<file path="src/rtl/mem_stage_unit_if.sv">
// Bundle of the execute->memory->write-back handshake, SRAM read data and
// flush controls seen by the memory stage.
interface mem_stage_unit_if #(
  parameter int EX_ME_W = 78,
  parameter int ME_WB_W = 72
);
  // Valid/ready: a payload moves across a stage boundary on a rising clk edge
  // where the producer's valid and the consumer's allow_in are both high.
  logic               EX_to_ME_Valid;
  logic [EX_ME_W-1:0] EX_to_ME_Bus;
  logic               ME_Allow_in;
  logic               ME_to_WB_Valid;
  logic               WB_Allow_in;
  logic [ME_WB_W-1:0] ME_to_WB_Bus;
  logic [31:0]        data_sram_rdata;
  logic [4:0]         ME_dest;
  logic [31:0]        ME_Forward_Res;
  logic               ME_to_ID_Ld_op;
  logic               ME_has_excp;
  logic               excp_flush;
  logic               ertn_flush;

  modport master (
    output EX_to_ME_Valid, EX_to_ME_Bus, WB_Allow_in, data_sram_rdata,
           excp_flush, ertn_flush,
    input  ME_Allow_in, ME_to_WB_Valid, ME_to_WB_Bus, ME_dest,
           ME_Forward_Res, ME_to_ID_Ld_op, ME_has_excp
  );

  modport slave (
    input  EX_to_ME_Valid, EX_to_ME_Bus, WB_Allow_in, data_sram_rdata,
           excp_flush, ertn_flush,
    output ME_Allow_in, ME_to_WB_Valid, ME_to_WB_Bus, ME_dest,
           ME_Forward_Res, ME_to_ID_Ld_op, ME_has_excp
  );
endinterface

</file>
<file path="src/rtl/mem_stage_unit.sv">
// Memory-access pipeline stage: latches the execute payload, aligns/extends
// load data from the synchronous data SRAM, and holds that data across WB stalls.
module mem_stage_unit #(
  parameter int EX_ME_W = 78,
  parameter int ME_WB_W = 72
) (
  input logic            clk,
  input logic            reset,
  mem_stage_unit_if.slave bus
);

  logic               me_valid;
  logic [EX_ME_W-1:0] ex_bus_r;
  logic               first_cycle;
  logic [31:0]        rdata_hold;
  logic               hold_vld;

  logic        allow_in;
  logic        capture;
  logic        flush;

  logic        syscall;
  logic        ertn;
  logic        is_signed;
  logic        is_byte;
  logic        is_half;
  logic [1:0]  off;
  logic [31:0] pc;
  logic [31:0] result;
  logic        res_from_mem;
  logic        gr_we;
  logic [4:0]  dest;

  logic [31:0] eff_rdata;
  logic [7:0]  byte_sel;
  logic [15:0] half_sel;
  logic [31:0] mem_res;
  logic [31:0] final_result;
  logic [ME_WB_W-1:0] wb_bus;

  assign flush    = bus.excp_flush | bus.ertn_flush;
  assign allow_in = !me_valid | bus.WB_Allow_in;
  assign capture  = allow_in & bus.EX_to_ME_Valid;

  always_ff @(posedge clk) begin
    if (reset) begin
      me_valid    <= 1'b0;
      ex_bus_r    <= '0;
      first_cycle <= 1'b0;
      rdata_hold  <= '0;
      hold_vld    <= 1'b0;
    end else begin
      if (flush)         me_valid <= 1'b0;
      else if (allow_in) me_valid <= bus.EX_to_ME_Valid;

      if (capture) ex_bus_r <= bus.EX_to_ME_Bus;

      first_cycle <= capture & !flush;

      // SRAM data is only valid the cycle after the address; keep it if WB stalls then.
      if (flush || capture) begin
        hold_vld <= 1'b0;
      end else if (me_valid && first_cycle && !bus.WB_Allow_in) begin
        rdata_hold <= bus.data_sram_rdata;
        hold_vld   <= 1'b1;
      end
    end
  end

  assign syscall      = ex_bus_r[77];
  assign ertn         = ex_bus_r[76];
  assign is_signed    = ex_bus_r[75];
  assign is_byte      = ex_bus_r[74];
  assign is_half      = ex_bus_r[73];
  assign off          = ex_bus_r[72:71];
  assign pc           = ex_bus_r[70:39];
  assign result       = ex_bus_r[38:7];
  assign res_from_mem = ex_bus_r[6];
  assign gr_we        = ex_bus_r[5];
  assign dest         = ex_bus_r[4:0];

  assign eff_rdata = hold_vld ? rdata_hold : bus.data_sram_rdata;
  assign half_sel  = off[1] ? eff_rdata[31:16] : eff_rdata[15:0];

  always_comb begin
    byte_sel = eff_rdata[7:0];
    case (off)
      2'd0: byte_sel = eff_rdata[7:0];
      2'd1: byte_sel = eff_rdata[15:8];
      2'd2: byte_sel = eff_rdata[23:16];
      2'd3: byte_sel = eff_rdata[31:24];
      default: byte_sel = eff_rdata[7:0];
    endcase
  end

  // Byte wins over half when both flags are set.
  always_comb begin
    mem_res = eff_rdata;
    if (is_byte)      mem_res = {{24{is_signed & byte_sel[7]}}, byte_sel};
    else if (is_half) mem_res = {{16{is_signed & half_sel[15]}}, half_sel};
  end

  assign final_result = res_from_mem ? mem_res : result;
  assign wb_bus       = {syscall, ertn, pc, final_result, gr_we, dest};

  assign bus.ME_Allow_in    = allow_in;
  assign bus.ME_to_WB_Valid = me_valid;
  assign bus.ME_to_WB_Bus   = wb_bus;
  assign bus.ME_dest        = dest & {5{me_valid}} & {5{gr_we}};
  assign bus.ME_Forward_Res = final_result;
  assign bus.ME_to_ID_Ld_op = me_valid & res_from_mem;
  assign bus.ME_has_excp    = me_valid & (syscall | ertn);

endmodule

</file>
<file path="src/flat_wrapper.sv">
// flat-port wrapper written by rule: the top's interface ports become plain ports
module mem_stage_unit_flat 
#(
  parameter int EX_ME_W = 78,
  parameter int ME_WB_W = 72
)
  (clk, reset, bus_EX_to_ME_Valid, bus_EX_to_ME_Bus, bus_WB_Allow_in, bus_data_sram_rdata, bus_excp_flush, bus_ertn_flush, bus_ME_Allow_in, bus_ME_to_WB_Valid, bus_ME_to_WB_Bus, bus_ME_dest, bus_ME_Forward_Res, bus_ME_to_ID_Ld_op, bus_ME_has_excp);
  mem_stage_unit_if #(.EX_ME_W(EX_ME_W), .ME_WB_W(ME_WB_W)) bus_i ();
  input logic clk;
  input logic reset;
  input wire logic [$bits(bus_i.EX_to_ME_Valid)-1:0] bus_EX_to_ME_Valid;
  input wire logic [$bits(bus_i.EX_to_ME_Bus)-1:0] bus_EX_to_ME_Bus;
  input wire logic [$bits(bus_i.WB_Allow_in)-1:0] bus_WB_Allow_in;
  input wire logic [$bits(bus_i.data_sram_rdata)-1:0] bus_data_sram_rdata;
  input wire logic [$bits(bus_i.excp_flush)-1:0] bus_excp_flush;
  input wire logic [$bits(bus_i.ertn_flush)-1:0] bus_ertn_flush;
  output wire logic [$bits(bus_i.ME_Allow_in)-1:0] bus_ME_Allow_in;
  output wire logic [$bits(bus_i.ME_to_WB_Valid)-1:0] bus_ME_to_WB_Valid;
  output wire logic [$bits(bus_i.ME_to_WB_Bus)-1:0] bus_ME_to_WB_Bus;
  output wire logic [$bits(bus_i.ME_dest)-1:0] bus_ME_dest;
  output wire logic [$bits(bus_i.ME_Forward_Res)-1:0] bus_ME_Forward_Res;
  output wire logic [$bits(bus_i.ME_to_ID_Ld_op)-1:0] bus_ME_to_ID_Ld_op;
  output wire logic [$bits(bus_i.ME_has_excp)-1:0] bus_ME_has_excp;
  assign bus_i.EX_to_ME_Valid = bus_EX_to_ME_Valid;
  assign bus_i.EX_to_ME_Bus = bus_EX_to_ME_Bus;
  assign bus_i.WB_Allow_in = bus_WB_Allow_in;
  assign bus_i.data_sram_rdata = bus_data_sram_rdata;
  assign bus_i.excp_flush = bus_excp_flush;
  assign bus_i.ertn_flush = bus_ertn_flush;
  assign bus_ME_Allow_in = bus_i.ME_Allow_in;
  assign bus_ME_to_WB_Valid = bus_i.ME_to_WB_Valid;
  assign bus_ME_to_WB_Bus = bus_i.ME_to_WB_Bus;
  assign bus_ME_dest = bus_i.ME_dest;
  assign bus_ME_Forward_Res = bus_i.ME_Forward_Res;
  assign bus_ME_to_ID_Ld_op = bus_i.ME_to_ID_Ld_op;
  assign bus_ME_has_excp = bus_i.ME_has_excp;
  mem_stage_unit #(.EX_ME_W(EX_ME_W), .ME_WB_W(ME_WB_W)) u_core (.clk(clk), .reset(reset), .bus(bus_i));
endmodule
</file>
<file path="config.mk">
export PLATFORM = sky130hd
export DESIGN_NAME = mem_stage_unit_flat
export DESIGN_NICKNAME = d
export VERILOG_FILES = /design/src/rtl/mem_stage_unit_if.sv /design/src/rtl/mem_stage_unit.sv /design/src/flat_wrapper.sv
export SDC_FILE = /design/constraint.sdc
export NUM_CORES = 1
export LEC_CHECK = 0
export ABC_CLOCK_PERIOD_IN_PS = 1900
export CORE_MARGIN = 3
export CORE_UTILIZATION = 40
export CTS_CLUSTER_DIAMETER = 200
export CTS_CLUSTER_SIZE = 25
export DETAILED_ROUTE_END_ITERATION = 8
export PLACE_DENSITY = 0.74
export RECOVER_POWER = 100
export SYNTH_ARGS = -nofsm -noshare
export SYNTH_HDL_FRONTEND = slang
export SYNTH_SLANG_ARGS = --single-unit
</file>
<file path="constraint.sdc">
create_clock -name clk -period 1.9 [get_ports clk]
set_input_delay 0.38 -clock clk [delete_from_list [all_inputs] [get_ports clk]]
set_output_delay 0.38 -clock clk [all_outputs]
set_load 0.05 [all_outputs]
</file>
==> impl_results.rst, run 1 <==
.. list-table::
   :header-rows: 1

   * - Metric
     - Value
   * - CTS tree
     - yes
   * - Critical path's slowest cell
     - sky130_fd_sc_hd__mux4_2
   * - Maximum clock frequency
     - 393 MHz
   * - Iteration count of the initial detailed-routing pass
     - 7
   * - Number of clock buffers inserted by TritonCTS
     - 17
   * - Max Cap Viol
     - 0
   * - Critical path's largest stage delay
     - between 0.5 and 0.6 ns
   * - Kind of end point of the critical path
     - output pin
   * - Data arrival time of the worst path
     - 2.16 ns
   * - Wire per inst
     - about 19 µm
   * - Count of nets after finishing
     - 1090
   * - Number of nets in the synthesized netlist
     - 888
   * - Core box area
     - 14600 µm²
   * - Fillcell total
     - ~1100
   * - Area of all sequential standard cells
     - about 2300 µm²
   * - Failing checks
     - setup timing
   * - Fraction of final layout cells sized beyond drive strength 1
     - 0.308
   * - Crit-path most repeated cell
     - sky130_fd_sc_hd__buf_12
   * - Worst-skew pair later-pin latency
     - slightly above 0.4 ns
   * - Actual slew at the worst max-slew pin
     - between 0.6 and 0.7 ns
   * - Worst-case setup margin in the final layout
     - -0.644 ns
   * - DR vias
     - 6418
   * - Number of levels in the clock H-tree
     - 4
   * - Minimum setup slack after placement
     - -0.659 ns
   * - Die Width
     - 128 µm
   * - Count of flip-flops with a built-in enable after synthesis
     - 0
   * - Global-route wire length before repair
     - 32800 µm
   * - Initial standard-cell utilization of the core
     - 0.411
   * - Count of unique library cells instantiated by Yosys
     - 37
   * - Hold Buf Count CTS
     - 0
   * - Vias per Instance
     - 5.48
   * - Number of placed instances with taps included
     - about 1100
   * - Post-route standard cell area excluding fillers
     - 10300 µm²
   * - Outcome
     - finished, violations left
   * - DR DRC count
     - 0
   * - Classification of the worst-slack hold path
     - primary input to register
   * - Max-slew violations
     - 0
   * - Prevailing post-synth register cell
     - sky130_fd_sc_hd__dfxtp_1
   * - Antenna fix cells
     - 0
   * - Height of the die
     - 128 µm
   * - Crit path kind
     - register to output pin
   * - RSZ-0062 raised after global routing
     - true
   * - Portion of synthesized cell area occupied by the leading cell type
     - 0.377
   * - Most frequent cells after synthesis
     - 251 x sky130_fd_sc_hd__nand2_1, 126 x sky130_fd_sc_hd__a21oi_1, 113 x sky130_fd_sc_hd__dfxtp_1, 74 x sky130_fd_sc_hd__buf_4, 36 x sky130_fd_sc_hd__clkbuf_1
   * - Initial antenna violation count
     - 0
   * - Crit path launch type
     - register
   * - Leading post-synthesis cells by cell area
     - sky130_fd_sc_hd__dfxtp_1 38%, sky130_fd_sc_hd__nand2_1 16%, sky130_fd_sc_hd__a21oi_1 11%, sky130_fd_sc_hd__buf_4 9.3%, sky130_fd_sc_hd__mux2i_1 5.5%
   * - Fraction of registers with async set/reset
     - 0
   * - Routability-driven placement congestion ratio
     - between 0.8 and 0.9
   * - All-Layer GR Usage
     - 0.253
   * - Largest area contributor in the synthesized netlist
     - sky130_fd_sc_hd__dfxtp_1
   * - Clock transition time at the flip-flop clock pins of the worst setup and hold paths
     - 0.05 ns
   * - Clock period minus final worst setup slack
     - 2.54 ns
   * - Number of cell rows
     - 44
   * - Clk buf depth
     - 2
   * - Gate Count Post-Synth
     - 772
   * - Final total power
     - 0.00809 W
   * - Maximum number of pins on one net before global-route repair
     - 53
   * - Fraction of the yosys area taken by sequential cells
     - 0.377
   * - Critical Path Fanout Max
     - 5
   * - Sinks on the clock net
     - 113
   * - Final core area utilization
     - 0.706
   * - Number of register bits inferred by synthesis
     - 113
   * - HPWL reported at the end of detailed placement
     - around 14000 µm
   * - ANT nets after route
     - 0
   * - Overall die area
     - 16500 µm²
   * - Wire length after detailed routing
     - 22100 µm
   * - Largest voltage drop on the vdd net
     - 0.599 mV
   * - Avg Synthesized Cell Area
     - 7.77 µm²
   * - Area after DPL
     - 9060 µm²
   * - Root Buffer Master
     - sky130_fd_sc_hd__clkbuf_16
   * - Most instantiated library cell after synthesis
     - sky130_fd_sc_hd__nand2_1
   * - Number of warnings reported in the yosys synthesis log
     - 0
   * - Data required time of the worst path
     - ~1.5 ns
   * - Final-report hold violation count
     - 0
   * - Total I/O pin count
     - 229
   * - Worst Skew
     - 0.00503 ns
   * - Final setup vio count
     - 64
   * - Number of standard cells in the layout, taps in and fillers out
     - 1171
   * - Power density of the placed cells
     - 786 nW/µm²
   * - Cells along the critical path
     - and2_4 -> buf_12 -> mux4_2 -> a22oi_2 -> o21ai_4 -> buf_12
   * - Starting DRC count in detailed routing
     - 596
   * - Tcrit/Tclk final
     - 1.34
   * - Area of combinational cells with multiple inputs
     - around 3500 µm²
   * - Layout overhead on the synthesized area
     - 71.8%
   * - Netlist Area Pre-Place
     - between 5000 and 6000 µm²
   * - GR Overflow Total
     - 0
   * - Reported leakage power
     - 4.09 nW
   * - Slew HR
     - 0.562
   * - Vias in the first global route
     - 6241
   * - Buffers added on ports
     - 228
[per-stage QoR]
stage / hold slack [ns] / setup TNS, ns
final: 0.419 / -34.98
after global routing: 0.427 / -39.55
after CTS: 0.428 / -33.72
after detailed placement: 0.446 / -29.49
after global placement: 0.441 / -29.77
after floorplan: 0.436 / -13.57
[worst max-delay path: cells and delay by family, from the launching register on]
kind                   cells  cell delay (ns)
muxes                      1             0.51
DFF                        1             0.40
AOI/OAI and AO/OA          2             0.31
buffers and inverters      2             0.29
and+or+nand+nor            1             0.24
[flip-flops by register name, indices dropped and copies added (netlist names)]
| name | cells |
|---|---|
| u_core.bus.ME_to_WB_Valid | 1 |
| u_core.ex_bus_r | 78 |
| u_core.first_cycle | 1 |
| u_core.hold_vld | 1 |
| u_core.rdata_hold | 32 |
[layout make-up]
type / instances / area share
Clock buffer: 23 / 0.0483
Clock inverter: 9 / 0.0124
Inverter: 3 / 0.00146
Multi-Input combinational cell: 526 / 0.343
Sequential cell: 113 / 0.221
Tap cell: 184 / 0.0224
Timing Repair Buffer: 313 / 0.351
[placed cells by master (no fill, tap or decap), types with 4 or more instances in the layout]
master	Yosys	layout
sky130_fd_sc_hd__nor2_1	14	13
sky130_fd_sc_hd__a31oi_4	0	6
sky130_fd_sc_hd__buf_6	3	21
sky130_fd_sc_hd__dlygate4sd2_1	0	30
sky130_fd_sc_hd__o221ai_2	0	5
sky130_fd_sc_hd__o22ai_2	0	4
sky130_fd_sc_hd__a21oi_1	126	117
sky130_fd_sc_hd__clkbuf_1	36	11
sky130_fd_sc_hd__buf_12	1	64
sky130_fd_sc_hd__mux4_2	10	16
sky130_fd_sc_hd__nand3_4	0	9
sky130_fd_sc_hd__mux2i_4	0	5
sky130_fd_sc_hd__nand2_4	0	7
sky130_fd_sc_hd__buf_8	0	6
sky130_fd_sc_hd__clkinvlp_4	0	4
sky130_fd_sc_hd__nand2_2	0	17
sky130_fd_sc_hd__buf_4	74	52
sky130_fd_sc_hd__a22oi_2	0	8
sky130_fd_sc_hd__nand2b_1	7	7
sky130_fd_sc_hd__dfxtp_1	113	107
sky130_fd_sc_hd__clkbuf_2	0	8
sky130_fd_sc_hd__a21oi_4	0	6
sky130_fd_sc_hd__clkdlybuf4s50_1	0	112
sky130_fd_sc_hd__and3_1	6	6
sky130_fd_sc_hd__clkbuf_16	0	18
sky130_fd_sc_hd__mux2i_2	0	7
sky130_fd_sc_hd__mux2i_1	33	21
sky130_fd_sc_hd__clkbuf_8	0	5
sky130_fd_sc_hd__nor3_1	10	10
sky130_fd_sc_hd__nand2_1	251	227
[per-layer routing]
| layer | wire [µm] | global-route usage | part of all wire |
|---|---|---|---|
| met5 | 0 | 0 | 0 |
| met4 | 1030 | 0.124 | 0.047 |
| met3 | 2030 | 0.0722 | 0.092 |
| met2 | 11000 | 0.421 | 0.50 |
| met1 | 8010 | 0.300 | 0.36 |
[path summary, 6_finish.rpt]
kind,start,endpoint,slack [ns],depth (start not counted)
min,bus_data_sram_rdata[31],u_core.rdata_hold[31],0.42,4
max,u_core.ex_bus_r[72],bus_ME_to_WB_Bus[13],-0.64,6
max reg2reg,u_core.bus.ME_to_WB_Valid,u_core.rdata_hold[12],0.01,6
min reg2reg,u_core.ex_bus_r[61],u_core.ex_bus_r[61],0.45,2
[cell families after synthesis]
group           synth area share
flops                      0.377
buf+inv                    0.140
compound gates             0.149
simple gates               0.213
mux                        0.121
[repair_timing]
action / in CTS / in global routing
resized for setup: 114 / 46
pin swaps: 36 / 21
gates cloned: 5 / 1
endpoints found under the setup margin: 95 / 65
setup buffers: 15 / 8
[power by group]
part / switching (W) / leakage (nW) / internal, W
Combinational: 0.00124 / 2.86 / 0.000978
Sequential: 0.0000658 / 0.928 / 0.00247
Clock: 0.00112 / 0.301 / 0.00223
(Power assumes the default switching activity.)
==> run 2: changes to the inputs <==
--- a/config.mk
+++ b/config.mk
@@ -11,6 +11,7 @@
 export CTS_CLUSTER_DIAMETER = 200
 export CTS_CLUSTER_SIZE = 25
 export DETAILED_ROUTE_END_ITERATION = 8
+export GPL_ROUTABILITY_DRIVEN = 0
 export PLACE_DENSITY = 0.74
 export RECOVER_POWER = 100
 export SYNTH_ARGS = -nofsm -noshare
==> results of run 2 <==
The final DEF is identical to that of run 1; final timing and power are the same.
==> run 3: changes to the inputs <==
--- a/config.mk
+++ b/config.mk
@@ -13,7 +13,7 @@
 export DETAILED_ROUTE_END_ITERATION = 8
 export GPL_ROUTABILITY_DRIVEN = 0
 export PLACE_DENSITY = 0.74
-export RECOVER_POWER = 100
+export RECOVER_POWER = 50
 export SYNTH_ARGS = -nofsm -noshare
 export SYNTH_HDL_FRONTEND = slang
 export SYNTH_SLANG_ARGS = --single-unit
==> run 3 against run 2 <==
Compared with the run above: the flow still finishes with violations (setup timing); flip-flop and latch count unchanged; critical path depth is the same; setup slack worse by 0.00094 ns.
==> impl_results.rst, run 3 (synthesis gave the netlist of run 1 again) <==
.. list-table::
   :header-rows: 1

   * - Metric
     - Value
   * - Outcome
     - finished, violations left
   * - Failing checks
     - setup timing
   * - Critical path's largest stage delay
     - 0.51 ns
   * - Count of nets after finishing
     - 1090
   * - Core box area
     - 14600 µm²
   * - Final total power
     - just over 0.008 W
   * - Number of levels in the clock H-tree
     - 4
   * - Clock period minus final worst setup slack
     - ~2.5 ns
   * - Registers with the highest flip-flop counts
     - u_core.ex_bus_r: 78 flops, u_core.rdata_hold: 32 flops
   * - Crit path launch type
     - register
   * - Clk buf depth
     - 2
   * - Minimum setup slack after placement
     - -0.659 ns
   * - Buf/Inv on CP
     - 2
   * - Buffers added on ports
     - 228
   * - Overall die area
     - about 16000 µm²
   * - CTS tree
     - yes
   * - Root Buffer Master
     - sky130_fd_sc_hd__clkbuf_16
   * - Worst Skew
     - approximately 0.0037 ns
   * - Antenna fix cells
     - 0
   * - Data required time of the worst path
     - 1.52 ns
   * - Layout overhead on the synthesized area
     - 73.0%
   * - DR vias
     - 6431
   * - Area after DPL
     - ~9100 µm²
   * - Minimum hold slack
     - 0.418 ns
   * - Cells along the critical path
     - and2_4 -> buf_12 -> mux4_2 -> a22oi_2 -> o21ai_4 -> buf_12
   * - Critical Path Fanout Max
     - 5
   * - Initial antenna violation count
     - 0
   * - Reported net switching power
     - 0.00242 W
   * - Post-route standard cell area excluding fillers
     - between 10000 and 15000 µm²
   * - Wire length after detailed routing
     - ~22000 µm
   * - Clock transition time at the flip-flop clock pins of the worst setup and hold paths
     - 0.05 ns
   * - Crit-path leading delay family
     - multiplexers
   * - Fraction of power spent switching nets
     - 0.299
   * - Total I/O pin count
     - roughly 230
   * - Crit-path most repeated cell
     - sky130_fd_sc_hd__buf_12
   * - Number of flip-flops under the largest register name
     - 78
   * - Reported leakage power
     - between 4 and 5 nW
   * - Kind of end point of the critical path
     - output pin
   * - Largest voltage drop on the vdd net
     - 0.598 mV
   * - All-Layer GR Usage
     - 0.253
   * - Largest register by flop count
     - u_core.ex_bus_r
   * - Die Width
     - between 100 and 150 µm
   * - Worst-case setup margin in the final layout
     - -0.645 ns
   * - Maximum number of pins on one net before global-route repair
     - 53
   * - Maximum clock frequency
     - 393 MHz
   * - Critical path's slowest cell
     - sky130_fd_sc_hd__mux4_2
   * - Worst-skew pair later-pin latency
     - 0.41 ns
   * - Power density of the placed cells
     - 780 nW/µm²
   * - RSZ-0062 raised after global routing
     - true
   * - Fraction of final layout cells sized beyond drive strength 1
     - 0.308
   * - Final setup vio count
     - 65
   * - Seq pwr share
     - 0.313
   * - Number of cell rows
     - 44
   * - Initial standard-cell utilization of the core
     - 0.411
   * - Hold Buf Count CTS
     - 0
   * - Height of the die
     - 128 µm
   * - Actual slew at the worst max-slew pin
     - roughly 0.66 ns
   * - Final-report hold violation count
     - 0
   * - Max-slew violations
     - 0
   * - Clk network pwr share
     - 0.413
   * - HPWL reported at the end of detailed placement
     - 14500 µm
   * - Crit path kind
     - register to output pin
   * - Global-route wire length before repair
     - 32800 µm
   * - Number of clock buffers inserted by TritonCTS
     - 17
   * - ANT nets after route
     - 0
   * - Vias per Instance
     - 5.49
   * - Vias in the first global route
     - 6241
   * - Slew HR
     - 0.562
   * - Tcrit/Tclk final
     - 1.34
   * - Classification of the worst-slack hold path
     - primary input to register
   * - Most frequent standard cell in the layout excluding fill and tap cells
     - sky130_fd_sc_hd__nand2_1
   * - Sum of negative setup slack
     - -35.01 ns
   * - Most frequent cells in the layout
     - 227 x sky130_fd_sc_hd__nand2_1, 117 x sky130_fd_sc_hd__a21oi_1, 112 x sky130_fd_sc_hd__clkdlybuf4s50_1
   * - Sinks on the clock net
     - between 100 and 150
   * - Wire per inst
     - between 15 and 20 µm
   * - Max Cap Viol
     - 0
   * - Iteration count of the initial detailed-routing pass
     - 7
   * - Starting DRC count in detailed routing
     - 606
   * - Data arrival time of the worst path
     - around 2.2 ns
   * - Power Internal
     - 0.00567 W
   * - Share of power burned in combinational logic
     - 0.274
   * - GR Overflow Total
     - 0
   * - DR DRC count
     - 0
-- run 3: cell count changes in the layout (fill, tap and decap cells not counted) --
cell                       change
sky130_fd_sc_hd__clkbuf_2      -6
sky130_fd_sc_hd__and2_1        +1
sky130_fd_sc_hd__buf_12        +5
sky130_fd_sc_hd__buf_4         +1
sky130_fd_sc_hd__and2_0        -1
-- run 3: layer usage --
| layer | vias up | wire length [µm] | global-route usage |
|---|---|---|---|
| met4 | 0 | 1040 | 0.124 |
| met5 | - | 0 | 0 |
| met1 | 3007 | 8020 | 0.300 |
| met2 | 393 | 11000 | 0.421 |
| met3 | 79 | 2180 | 0.0722 |
| li1 | 2952 | - | - |
-- run 3: through the flow --
stage | util | cells
after detailed placement | 0.621 | 1114
final | 0.711 | 1171
after CTS | 0.701 | 1166
after floorplan | - | 772
after global placement | 0.621 | 1114
after global routing | 0.711 | 1171
-- run 3: cell type report --
class	instances	area [µm²]
clock buffers	23	498
clock inverters	9	128
fillers	1059	4210
inverters	3	15.0
multi-input cells	526	3530
flip-flops and latches	113	2280
well taps	184	230
repair buffers	313	3690
-- run 3: what timing repair did --
item | CTS | global route
endpoints found under the setup margin | 95 | 65
pin swaps | 36 | 21
cloned | 5 | 1
setup buffers | 15 | 8
gates resized for setup | 114 | 46
-- run 3: power by group through the flow --
| stage | registers (W) | logic (W) | clock network (W) |
|---|---|---|---|
| 4_1_cts | 0.00253 | 0.00218 | 0.00337 |
| 3_5_place_dp | 0.00258 | 0.00211 | 0 |
| 2_1_floorplan | 0.00256 | 0.00127 | 0 |
| 3_3_place_gp | 0.00257 | 0.00209 | 0 |
| 6_report | 0.00253 | 0.00222 | 0.00335 |
| 5_1_grt | 0.00254 | 0.00231 | 0.00349 |
-- run 3: path summary, 6_finish.rpt --
check,depth (start not counted),endpoint,from,slack [ns]
max,6,bus_ME_to_WB_Bus[13],u_core.ex_bus_r[72],-0.65
min,4,u_core.rdata_hold[31],bus_data_sram_rdata[31],0.42
max reg2reg,6,u_core.rdata_hold[12],u_core.bus.ME_to_WB_Valid,-0.03
min reg2reg,2,u_core.ex_bus_r[61],u_core.ex_bus_r[61],0.45
-- run 3: worst reg2reg max path: cells and delay by family, from the launching register on --
kind / cells / cell delay, ns
flops: 1 / 0.49
simple gates: 3 / 0.55
buf+inv: 2 / 0.58
compound gates: 1 / 0.23
